`src/rtl/fft_pkg.sv`:
```
// Shared FFT definitions: sequencer FSM states and derived widths for N-point radix-2.
package fft_pkg;

    typedef enum logic [1:0] {
        IDLE  = 2'd0,
        ISSUE = 2'd1,
        DRAIN = 2'd2
    } fft_state_e;

    // Address / stage width for an N-point transform.
    function automatic int fft_aw(input int n);
        return $clog2(n);
    endfunction

    // Twiddle index width: N/2 distinct twiddles.
    function automatic int fft_tw(input int n);
        return $clog2(n) - 1;
    endfunction

endpackage

```
`src/rtl/fft_bfly_addr.sv`:
```
// Radix-2 DIF butterfly address and twiddle index for stage s, butterfly b.
// Group/offset split is done with a mask since the half-span h is a power of two.
module fft_bfly_addr
    import fft_pkg::*;
#(
    parameter int N = 8
) (
    input  logic [fft_aw(N)-1:0] i_stage,
    input  logic [fft_aw(N)-2:0] i_bfly,
    output logic [fft_aw(N)-1:0] o_addr_a,
    output logic [fft_aw(N)-1:0] o_addr_b,
    output logic [fft_tw(N)-1:0] o_tw
);

    localparam int AW = fft_aw(N);
    localparam int BW = AW - 1;
    localparam logic [AW-1:0] HALF = AW'(N / 2);

    logic [AW-1:0] h;
    logic [BW-1:0] mask;
    logic [BW-1:0] j;

    // h = N >> (s+1); j = b mod h; g*2h = (b - j) << 1; tw = j << s.
    always_comb begin
        h        = HALF >> i_stage;
        mask     = BW'(h - AW'(1));
        j        = i_bfly & mask;
        o_addr_a = {i_bfly & ~mask, 1'b0} | {1'b0, j};
        o_addr_b = o_addr_a | h;
        o_tw     = j << i_stage;
    end

endmodule

```
`src/rtl/fft_addr_sched.sv`:
```
// FFT address scheduler: walks all L*N/2 DIF butterflies through a counter stage (A)
// and an output register (B) with valid/ready backpressure. o_tw_num runs one
// butterfly ahead so a 1-cycle twiddle ROM lines up with o_valid, stalls included.
module fft_addr_sched
    import fft_pkg::*;
#(
    parameter int N = 8
) (
    input  logic                 clk,
    input  logic                 rst_n,
    input  logic                 i_start,
    output logic                 o_busy,
    output logic                 o_done,
    output logic [fft_tw(N)-1:0] o_tw_num,
    output logic                 o_valid,
    input  logic                 i_ready,
    output logic [fft_aw(N)-1:0] o_addr_a,
    output logic [fft_aw(N)-1:0] o_addr_b,
    output logic [fft_aw(N)-1:0] o_stage,
    output logic                 o_last
);

    localparam int L  = $clog2(N);
    localparam int AW = fft_aw(N);
    localparam int TW = fft_tw(N);
    localparam int BW = L - 1;
    localparam logic [AW-1:0] LAST_S = AW'(L - 1);
    localparam logic [BW-1:0] LAST_B = '1;

    fft_state_e state_q, state_d;

    // Stage A: next butterfly to present
    logic [AW-1:0] s_q, s_d;
    logic [BW-1:0] b_q, b_d;

    // Stage B: presented butterfly
    logic          vld_q, vld_d;
    logic          last_q, last_d;
    logic [AW-1:0] stage_q, stage_d;
    logic [AW-1:0] addr_a_q, addr_a_d;
    logic [AW-1:0] addr_b_q, addr_b_d;
    logic [TW-1:0] tw_b_q, tw_b_d;
    logic          done_q, done_d;

    logic          advance;
    logic          a_last;
    logic [AW-1:0] addr_a_a, addr_b_a;
    logic [TW-1:0] tw_a;

    fft_bfly_addr #(.N(N)) u_bfly (
        .i_stage  (s_q),
        .i_bfly   (b_q),
        .o_addr_a (addr_a_a),
        .o_addr_b (addr_b_a),
        .o_tw     (tw_a)
    );

    // Pipe moves whenever B is empty or its butterfly is being taken
    always_comb begin
        advance = !vld_q || i_ready;
        a_last  = (s_q == LAST_S) && (b_q == LAST_B);
    end

    // State register
    always_ff @(posedge clk) begin
        if (!rst_n) state_q <= IDLE;
        else        state_q <= state_d;
    end

    // Next state: leave ISSUE once the final butterfly moves into B
    always_comb begin
        state_d = state_q;
        case (state_q)
            IDLE:    if (i_start)            state_d = ISSUE;
            ISSUE:   if (advance && a_last)  state_d = DRAIN;
            DRAIN:   if (vld_q && i_ready)   state_d = IDLE;
            default:                         state_d = IDLE;
        endcase
    end

    // Counter and output-register next values
    always_comb begin
        s_d      = s_q;
        b_d      = b_q;
        vld_d    = vld_q;
        last_d   = last_q;
        stage_d  = stage_q;
        addr_a_d = addr_a_q;
        addr_b_d = addr_b_q;
        tw_b_d   = tw_b_q;
        done_d   = (state_q == DRAIN) && vld_q && i_ready;
        if (state_q == IDLE && i_start) begin
            s_d = '0;
            b_d = '0;
        end else if (state_q == ISSUE && advance) begin
            b_d = b_q + BW'(1);
            if (b_q == LAST_B)
                s_d = (s_q == LAST_S) ? '0 : s_q + AW'(1);
        end
        if (advance) begin
            vld_d    = (state_q == ISSUE);
            last_d   = (state_q == ISSUE) && a_last;
            stage_d  = s_q;
            addr_a_d = addr_a_a;
            addr_b_d = addr_b_a;
            tw_b_d   = tw_a;
        end
    end

    // Datapath registers
    always_ff @(posedge clk) begin
        if (!rst_n) begin
            s_q      <= '0;
            b_q      <= '0;
            vld_q    <= 1'b0;
            last_q   <= 1'b0;
            stage_q  <= '0;
            addr_a_q <= '0;
            addr_b_q <= '0;
            tw_b_q   <= '0;
            done_q   <= 1'b0;
        end else begin
            s_q      <= s_d;
            b_q      <= b_d;
            vld_q    <= vld_d;
            last_q   <= last_d;
            stage_q  <= stage_d;
            addr_a_q <= addr_a_d;
            addr_b_q <= addr_b_d;
            tw_b_q   <= tw_b_d;
            done_q   <= done_d;
        end
    end

    // Outputs; twiddle index leads by one butterfly unless B is stalled
    always_comb begin
        o_busy   = (state_q != IDLE);
        o_done   = done_q;
        o_valid  = vld_q;
        o_last   = last_q;
        o_stage  = stage_q;
        o_addr_a = addr_a_q;
        o_addr_b = addr_b_q;
        o_tw_num = advance ? tw_a : tw_b_q;
    end

endmodule

```
`config.mk`:
```
export PLATFORM = sky130hd
export DESIGN_NAME = fft_addr_sched
export DESIGN_NICKNAME = d
export VERILOG_FILES = /design/src/rtl/fft_pkg.sv /design/src/rtl/fft_bfly_addr.sv /design/src/rtl/fft_addr_sched.sv
export SDC_FILE = /design/constraint.sdc
export NUM_CORES = 1
export LEC_CHECK = 0
export BUFFER_PORTS_ARGS = -buffer_cell sky130_fd_sc_hd__buf_4
export CAP_MARGIN = 15
export CORE_UTILIZATION = 48
export CTS_CLUSTER_DIAMETER = 80
export DETAILED_ROUTE_END_ITERATION = 6
export PLACE_DENSITY = 0.73
export SKIP_LAST_GASP = 1
export SYNTH_ARGS = -nofsm -noshare
export SYNTH_HDL_FRONTEND = slang
export SYNTH_SLANG_ARGS = --single-unit
export TNS_END_PERCENT = 100
```
`constraint.sdc`:
```
create_clock -name clk -period 4.15 [get_ports clk]
set_input_delay 0.83 -clock clk [delete_from_list [all_inputs] [get_ports clk]]
set_output_delay 0.83 -clock clk [all_outputs]
set_load 0.05 [all_outputs]
```
==> flow_metrics.tcl, run 1 <==
set metrics [dict create \
    grt_max_degree 19 \
    synth_nets 119 \
    clkLatencyLatePin_ps 310 \
    slew_headroom_pct 60.2 \
    diodes 0 \
    dp.final_hpwl_um 1360 \
    synth_area_leaders "dfxtp_1 (43%), a21boi_0 (6.1%), nand2_1 (6.1%)" \
    post_drt_wl_per_cell_um 12.3 \
    track_usage_pct 20.8 \
    synth_cell_types 36 \
    syn_area_per_cell_um2 8.59 \
    via_per_inst 5.58 \
    post-route-drc-count 0 \
    period_needed_ps 2760 \
    clock_sinks 21 \
    synth-seq-area-share_pct 42.9 \
    synth_top_area_share_pct 42.9 \
    antenna_found_initial 0 \
    die_h_um 47.2 \
    synth-edff-count 0 \
    start_util_pct 53.8 \
    max_freq_ghz 0.362 \
    drv_cap 0 \
    critPathKind "in -> out" \
    area_growth_pct 15.1 \
    synth_area_leader_cell "dfxtp_1" \
    synth_ff_type "dfxtp_1" \
    post-cts-setup-buffers 0 \
    numPortBuffers 18 \
    nFillCells 178 \
    clk_pin_slew_ps 110 \
    setup_tns_ps 0 \
    first_pass_iters 4 \
    leakagePower_nw 0.427 \
    hold_viol_final 0 \
    cp.required_ps 3320 \
    yosys_warnings 0 \
    gr-total-overflow 0 \
    startpoint "i_ready" \
    finClkSkew_ps 3.53 \
    die_x_um 47.2 \
    async_flop_share_pct 0 \
    rsz0062_at_grt "false" \
    startpoint_type "input pin" \
    core_um2 1820 \
    status "completed" \
    cts_tree "yes" \
    cp_data_arrival_time_ps 1930 \
    drt_iter0_drc 25 \
    htreeDepth 1 \
    fp-row-count 15 \
    grt_pass1_vias 739 \
    hold_class "reg -> reg" \
    drive_gt1_share_pct 21.1 \
    ys_ff_latch 21 \
    layout.nets 134 \
    min_period_over_period_pct 66.5 \
    power_density_nw_per_um2 316 \
    tightest_slew_ps 591 \
    fin_ws_ps 1390 \
    ant_nets 0 \
    dp_slack_ps 1390 \
    hold_buffers 0 \
    cts_inserted_buffers 3 \
    syn_area_um2 980 \
    cp-end-kind "output pin" \
    cts_resized 0 \
    maxSlewViolCount 0 \
    synthCells 114 \
    io_pins 19 \
    cp_max_fo 13 \
    die_area_um2 2230 \
    min_from "tw_b_q[0]$_SDFF_PN0_" \
    num_vias 853 \
    gp_congestion 0.802 \
    r2r-start "b_q[0]$_SDFFE_PP0P_" \
    irDropWorstVdd_uv 223 \
    wirelength_um 1880 \
    clockBufferDepth 2 \
    setup_violations 0 \
    grt_pass1_wl_um 3240 \
    root_buffer "clkbuf_4" \
]
-- worst paths after layout --
| path | end | slack [ps] | cells after the start |
|---|---|---|---|
| setup / recovery | o_tw_num[0] | 1390 | 6 |
| hold / removal | tw_b_q[0]$_SDFF_PN0_ | 470 | 2 |
| setup reg to reg | s_q[0]$_SDFFE_PP0P_ | 2470 | 4 |
| hold reg to reg | tw_b_q[0]$_SDFF_PN0_ | 470 | 2 |
-- through the flow --
stage               cells  power [mW]  utilization, %  hold slack (ps)  area (µm²)
finish                153       0.356            61.9              470        1130
global route          153       0.372            61.9              497        1130
CTS                   153       0.358            61.9              474        1130
detailed placement    149       0.261            60.5              458        1100
global placement      149       0.261            60.5              452        1100
floorplan             114       0.249               -              439         980
-- registers in the layout (all words and copies together), names as in the netlist --
register	flops
o_addr_a	3
o_addr_b	3
o_stage	3
s_q	3
b_q	2
state_q	2
tw_b_q	2
o_done	1
o_last	1
o_valid	1
-- cell usage in the layout, fill, tap and decap left out, types with 2 or more instances in the layout --
cell type,n
o31ai_1,2
o21ai_0,11
clkbuf_4,3
nand2b_1,2
dfxtp_1,21
nand2_1,16
nand3_1,5
or3_1,2
nor3_1,3
a21boi_0,8
a41oi_1,2
nor2b_1,3
nor2_1,3
buf_4,19
a21oi_1,4
inv_1,4
-- synthesized netlist by cell type, types with 2 or more instances --
library cell  number
a21boi_0           8
a21oi_1            4
a41oi_1            2
buf_2              3
buf_6              2
clkbuf_1           4
dfxtp_1           21
inv_1              4
nand2_1           16
nand2b_1           2
nand3_1            5
nor2_1             3
nor2b_1            3
nor3_1             3
o21ai_0           11
o31ai_1            2
or3_1              2
-- critical path, stage by stage --
cell     delay, ps
buf_4          120
nor2b_1        370
buf_4          270
nand2_1         80
nand2_1         60
buf_4          190
-- power by group --
group,switching (mW),leakage [nW],internal [mW]
Combinational,0.0312,0.242,0.0151
Clock,0.0615,0.0150,0.0375
Sequential,0.00428,0.171,0.206
-- routing by layer --
layer	GRT usage [%]	vias up	part of all wire [%]
li1	-	432	-
met1	27.4	388	47
met2	31.9	28	46
met3	3.46	5	4.5
met4	12.0	0	2.4
met5	0	-	0
-- kinds of logic after synthesis --
logic type / share of synthesized area [%]
adder cells (fa/ha/maj): 1.28
multiplexers: 1.15
AO/OA/AOI/OAI: 22.9
buffers and inverters: 6.90
AND/OR/NAND/NOR: 24.0
XOR/XNOR: 0.894
flip-flops: 42.9
-- final cells by class --
cell class	count	area [µm²]	share of cell area, %
clock buffer	4	26.3	2.33
inverter	4	15.0	1.33
multi-input combinational	80	492	43.6
sequential	21	420	37.3
tap	25	31.3	2.77
timing repair buffer	19	143	12.7
Power figures use the tool's default switching activity.
==> run 2, diff against run 1 <==
--- a/config.mk
+++ b/config.mk
@@ -5,12 +5,13 @@
 export SDC_FILE = /design/constraint.sdc
 export NUM_CORES = 1
 export LEC_CHECK = 0
+export ABC_AREA = 1
 export BUFFER_PORTS_ARGS = -buffer_cell sky130_fd_sc_hd__buf_4
 export CAP_MARGIN = 15
-export CORE_UTILIZATION = 48
+export CORE_UTILIZATION = 47
 export CTS_CLUSTER_DIAMETER = 80
 export DETAILED_ROUTE_END_ITERATION = 6
-export PLACE_DENSITY = 0.73
+export PLACE_DENSITY = 0.75
 export SKIP_LAST_GASP = 1
 export SYNTH_ARGS = -nofsm -noshare
 export SYNTH_HDL_FRONTEND = slang
==> constraint.sdc (replaced) <==
create_clock -name clk -period 2.25 [get_ports clk]
set_input_delay 0.45 -clock clk [delete_from_list [all_inputs] [get_ports clk]]
set_output_delay 0.45 -clock clk [all_outputs]
set_load 0.05 [all_outputs]
==> run 2 against run 1 <==
- synthesized area is 6.0% lower
- global-route usage decreased by 1.6 points
- via count decreased by 2.0%
- final cell count grew 7.2%
- register-to-register slack worse by 1500 ps
- wire length is 5.3% lower
- die area down 3.8%
- synthesized cell count increased by 5.3%
- first-iteration DRC count shrank 36%
- utilization shrank 0.45 points
- critical path type is now reg -> out
- largest power group unchanged
==> flow_metrics.tcl, run 2 <==
set metrics [dict create \
    hold_buffers 0 \
    drive_gt1_share_pct 25.9 \
    wirelength_um 1780 \
    ys_ff_latch 21 \
    yosysMostFrequentCell "nand2_1" \
    nFillCells 180 \
    cts_inserted_buffers 3 \
    clkLatencyLatePin_ps 300 \
    cp_max_fo 8 \
    die_area_um2 2140 \
    root_buffer "clkbuf_4" \
    clockBufferDepth 2 \
    grt_use_met1_pct 24.7 \
    critPathKind "reg -> out" \
    start_util_pct 51.6 \
    syn_area_per_cell_um2 7.67 \
    mostFrequentLayoutCells "nand2_1 (25), dfxtp_1 (21), buf_4 (19), a21oi_1 (13)" \
    die_x_um 46.3 \
    ant_nets 0 \
    cp_data_arrival_time_ps 1590 \
    irDropWorstVdd_uv 415 \
    cp-end-kind "output pin" \
    hold-path-endpoint "o_done$_SDFF_PN0_" \
    grt_pass1_vias 686 \
    gr-total-overflow 0 \
    num_vias 836 \
    period_needed_ps 2040 \
    tightest_slew_ps 388 \
    antenna_found_initial 0 \
    power_density_nw_per_um2 618 \
    setup_tns_ps 0 \
    startpoint_type "flop" \
    final_common_cell "nand2_1" \
    synth_top_area_share_pct 45.7 \
    drv_cap 0 \
    diodes 0 \
    grtUsageMet3_pct 4.71 \
    synth-seq-area-share_pct 45.7 \
    grt_pass1_wl_um 2880 \
    setup_violations 0 \
    cts_resized 0 \
    use_met2_pct 29.0 \
    slew_headroom_pct 74.1 \
    hold_path_depth 3 \
    placed_cell_area_um2 1070 \
    finClkSkew_ps 4.49 \
    first_pass_iters 4 \
    rrSetupSlack_ps 1010 \
    synth-edff-count 0 \
    post-cts-setup-buffers 0 \
    synthTopCellsByCount "nand2_1 (25), dfxtp_1 (21), a21oi_1 (13), inv_1 (11), o21ai_0 (11)" \
    synth_ff_type "dfxtp_1" \
    cts_tree "yes" \
    die_h_um 46.3 \
    numPortBuffers 18 \
    clock_sinks 21 \
    synth_area_leader_cell "dfxtp_1" \
    cp.required_ps 1800 \
    max_freq_ghz 0.489 \
    synth_nets 125 \
    core_um2 1780 \
    post-route-drc-count 0 \
    yosys_warnings 0 \
    area_growth_pct 19.0 \
    via_per_inst 5.10 \
    rsz0062_at_grt "false" \
    dp.final_hpwl_um 1370 \
    drt_iter0_drc 16 \
    layout.nets 145 \
    fp-row-count 15 \
    clk_pin_slew_ps 110 \
    min_period_over_period_pct 90.8 \
    gp_congestion 0.853 \
    syn_area_um2 921 \
    hold_viol_final 0 \
    startpoint "s_q[1]$_SDFFE_PP0P_" \
    r2r-start "o_valid$_SDFFE_PN0P_" \
    globalRoute.busiestLayer "met2" \
    maxSlewViolCount 0 \
    grt_max_degree 17 \
    min_from "i_ready" \
    design_area_um2 1100 \
    synth_area_leaders "dfxtp_1 (46%), nand2_1 (10%), a21oi_1 (7.1%)" \
    post_drt_wl_per_cell_um 10.9 \
    status "completed" \
    synthCells 120 \
    rr_endpoint "o_addr_b[2]$_SDFFE_PN0P_" \
    hold_class "in -> reg" \
    async_flop_share_pct 0 \
    synth_cell_types 21 \
    reg2reg_depth 5 \
    htreeDepth 1 \
    dp_slack_ps 529 \
    track_usage_pct 19.2 \
    io_pins 19 \
    fin_ws_ps 206 \
    leakagePower_nw 0.502 \
]
==> run 2: changes by cell type after synthesis, moves of 5 or more <==
cell,previous run,this run
a21boi_0,8,0
a21oi_1,4,13
inv_1,4,11
nand2_1,16,25
nand3_1,5,10
==> run 2: worst max path at each step <==
stage,cells past startpoint,to,slack [ps]
4_1_cts,7,o_tw_num[1],200
3_5_place_dp,7,o_tw_num[1],530
3_3_place_gp,8,o_tw_num[1],560
5_1_grt,7,o_tw_num[1],120
2_1_floorplan,4,o_tw_num[0],430
6_report,7,o_tw_num[1],210
==> run 2: worst max-delay path: stages, from the launching register on <==
cell and delay [ps]:
dfxtp_1 570, nor2_4 70, nand2_1 120, nand3_2 110
nand2_1 100, nand2_2 60, nand2_1 60, buf_4 190
==> run 2: layout make-up <==
type	instances	area, µm²	area share, %
multi-input cells	81	423	38.6
flip-flops and latches	21	420	38.4
repair buffers	19	143	13.0
inverters	14	52.6	4.79
well taps	25	31.3	2.85
clock buffers	4	26.3	2.40
==> run 2: power breakdown <==
part | switching, mW | internal (mW) | leakage [nW] | total, mW
combinational | 0.0740 | 0.0316 | 0.316 | 0.106
clock | 0.112 | 0.0691 | 0.0150 | 0.181
sequential | 0.00702 | 0.383 | 0.171 | 0.390
total | 0.193 | 0.484 | 0.502 | 0.677
==> run 2: kinds of logic (layout without fill, tap and decap cells) <==
| kind of cell | after synthesis | in the layout | synth area share [%] |
|---|---|---|---|
| simple gates | 52 | 52 | 28.3 |
| compound gates | 28 | 28 | 16.3 |
| flops | 21 | 21 | 45.7 |
| buf+inv | 18 | 37 | 8.42 |
| fa+ha+maj | 1 | 1 | 1.36 |
==> run 2: routing by layer <==
metal	part of all wire, %	wire, µm	up-vias
met2	47	831	19
met4	1.9	34	0
met3	3.6	65	5
li1	-	-	438
met1	48	852	374
met5	0	0	-
==> run 2: per-stage QoR <==
step	total power, mW	std cells	utilization (%)	hold WS, ps
4_1_cts	0.681	164	61.5	409
5_1_grt	0.712	164	61.5	390
3_5_place_dp	0.505	160	60.0	478
2_1_floorplan	0.475	120	-	451
6_report	0.677	164	61.5	407
3_3_place_gp	0.504	160	60.0	458
==> run 3, diff against run 2 <==
--- a/config.mk
+++ b/config.mk
@@ -8,10 +8,10 @@
 export ABC_AREA = 1
 export BUFFER_PORTS_ARGS = -buffer_cell sky130_fd_sc_hd__buf_4
 export CAP_MARGIN = 15
-export CORE_UTILIZATION = 47
+export CORE_UTILIZATION = 48
 export CTS_CLUSTER_DIAMETER = 80
 export DETAILED_ROUTE_END_ITERATION = 6
-export PLACE_DENSITY = 0.75
+export PLACE_DENSITY = 0.73
 export SKIP_LAST_GASP = 1
 export SYNTH_ARGS = -nofsm -noshare
 export SYNTH_HDL_FRONTEND = slang
==> constraint.sdc (replaced) <==
create_clock -name clk -period 2.1 [get_ports clk]
set_input_delay 0.42 -clock clk [delete_from_list [all_inputs] [get_ports clk]]
set_output_delay 0.42 -clock clk [all_outputs]
set_load 0.05 [all_outputs]
==> run 3 against run 2 <==
- register-to-register slack worse by 190 ps
- hold slack got worse by 22 ps
- power up 7.5%
- non-clock buffer count is the same
==> flow_metrics.tcl, run 3 (same netlist as run 2, synthesis figures left out) <==
set metrics [dict create \
    drt_iter0_drc 20 \
    via_per_inst 4.95 \
    nFillCells 166 \
    post-route-drc-count 0 \
    clk_pin_slew_ps 110 \
    numPortBuffers 18 \
    die_h_um 45.8 \
    design_area_um2 1100 \
    antenna_found_initial 0 \
    cp_max_fo 5 \
    dp_slack_ps 365 \
    track_usage_pct 19.3 \
    ant_nets 0 \
    status "completed" \
    drv_cap 0 \
    period_needed_ps 1910 \
    hold_viol_final 0 \
    leakagePower_nw 0.505 \
    cts_inserted_buffers 3 \
    start_util_pct 52.2 \
    gp_congestion 0.831 \
    tightest_slew_ps 252 \
    cp-end-kind "output pin" \
    setup_tns_ps 0 \
    grt_pass1_wl_um 2930 \
    die_x_um 45.8 \
    startpoint_type "flop" \
    multi_input_area_um2 423 \
    r2r-start "o_valid$_SDFFE_PN0P_" \
    grt_max_degree 15 \
    root_buffer "clkbuf_4" \
    cts_tree "yes" \
    grt_pass1_vias 706 \
    clockBufferDepth 2 \
    power_density_nw_per_um2 663 \
    final_common_cell "nand2_1" \
    min_period_over_period_pct 90.8 \
    whs_ps 385 \
    gr-total-overflow 0 \
    placed_cell_area_um2 1070 \
    clock_sinks 21 \
    cp_data_arrival_time_ps 1490 \
    cp.required_ps 1680 \
    critPathKind "reg -> out" \
    die_area_um2 2100 \
    rsz0062_at_grt "false" \
    io_pins 19 \
    post_drt_wl_per_cell_um 10.6 \
    hold_class "in -> reg" \
    irDropWorstVdd_uv 351 \
    hold_buffers 0 \
    maxSlewViolCount 0 \
    seqCellArea_um2 422 \
    min_from "i_ready" \
    startpoint "s_q[2]$_SDFFE_PP0P_" \
    first_pass_iters 4 \
    finClkSkew_ps 14.3 \
    place_inst 160 \
    mostFrequentLayoutCells "nand2_1 (25), dfxtp_1 (20), buf_4 (19), a21oi_1 (13)" \
    drive_gt1_share_pct 27.3 \
    wirelength_um 1740 \
    setup_violations 0 \
    core_um2 1760 \
    area_growth_pct 19.3 \
    htreeDepth 1 \
    layoutNonFillerInstCount 164 \
    dp.final_hpwl_um 1260 \
    clkLatencyLatePin_ps 310 \
    fp-row-count 15 \
    max_freq_ghz 0.525 \
    diodes 0 \
    slew_headroom_pct 83.1 \
    layout.nets 145 \
    fin_ws_ps 194 \
    num_vias 812 \
]
## run 3: changes by cell type in the layout (fill, tap and decap cells not counted), sizes merged
cell / change
clkinv: +1
clkbuf: -1
## run 3: worst paths after layout
kind | to | slack (ps) | cells after the start
worst max-delay path | o_tw_num[1] | 190 | 7
worst min-delay path | o_done$_SDFF_PN0_ | 380 | 3
worst max register to register | o_addr_b[2]$_SDFFE_PN0P_ | 820 | 5
worst min register to register | o_last$_SDFFE_PN0P_ | 480 | 2
## run 3: worst max-delay path: stages (launching register included)
cell and delay [ps]:
dfxtp_1 470, nor2_4 80, nand2_1 130, nand3_2 110, nand2_1 90, nand2_2 60
nand2_1 60, buf_4 190
## run 3: what timing repair did
action,4_1_cts,5_1_grt
endpoints found under the setup margin,0,1
gates resized for setup,0,1
setup buffers,0,0
## run 3: final cells by class
type / count / area share, %
repair buffers: 19 / 13.0
well taps: 25 / 2.85
flip-flops and latches: 21 / 38.4
clock inverters: 1 / 0.456
inverters: 14 / 4.78
clock buffers: 3 / 2.05
multi-input cells: 81 / 38.5
## run 3: per-layer routing
| layer | global-route usage, % | vias to the layer above | part of all wire (%) | routed length [µm] |
|---|---|---|---|---|
| li1 | - | 433 | - | - |
| met1 | 25.5 | 341 | 49 | 854 |
| met2 | 30.6 | 31 | 42 | 738 |
| met3 | 3.97 | 7 | 6.1 | 106 |
| met4 | 7.65 | 0 | 2.3 | 40 |
| met5 | 0 | - | 0 | 0 |
## run 3: power by group
group | internal, mW | total (mW) | switching (mW)
Combinational | 0.0338 | 0.114 | 0.0797
Clock | 0.0710 | 0.196 | 0.125
Sequential | 0.411 | 0.419 | 0.00784
Total | 0.516 | 0.729 | 0.213
## run 3: per-stage QoR
step                power, mW  utilization [%]
floorplan               0.509                -
global placement        0.540             60.6
detailed placement      0.541             60.6
CTS                     0.730             62.2
global route            0.763             62.3
finish                  0.729             62.3
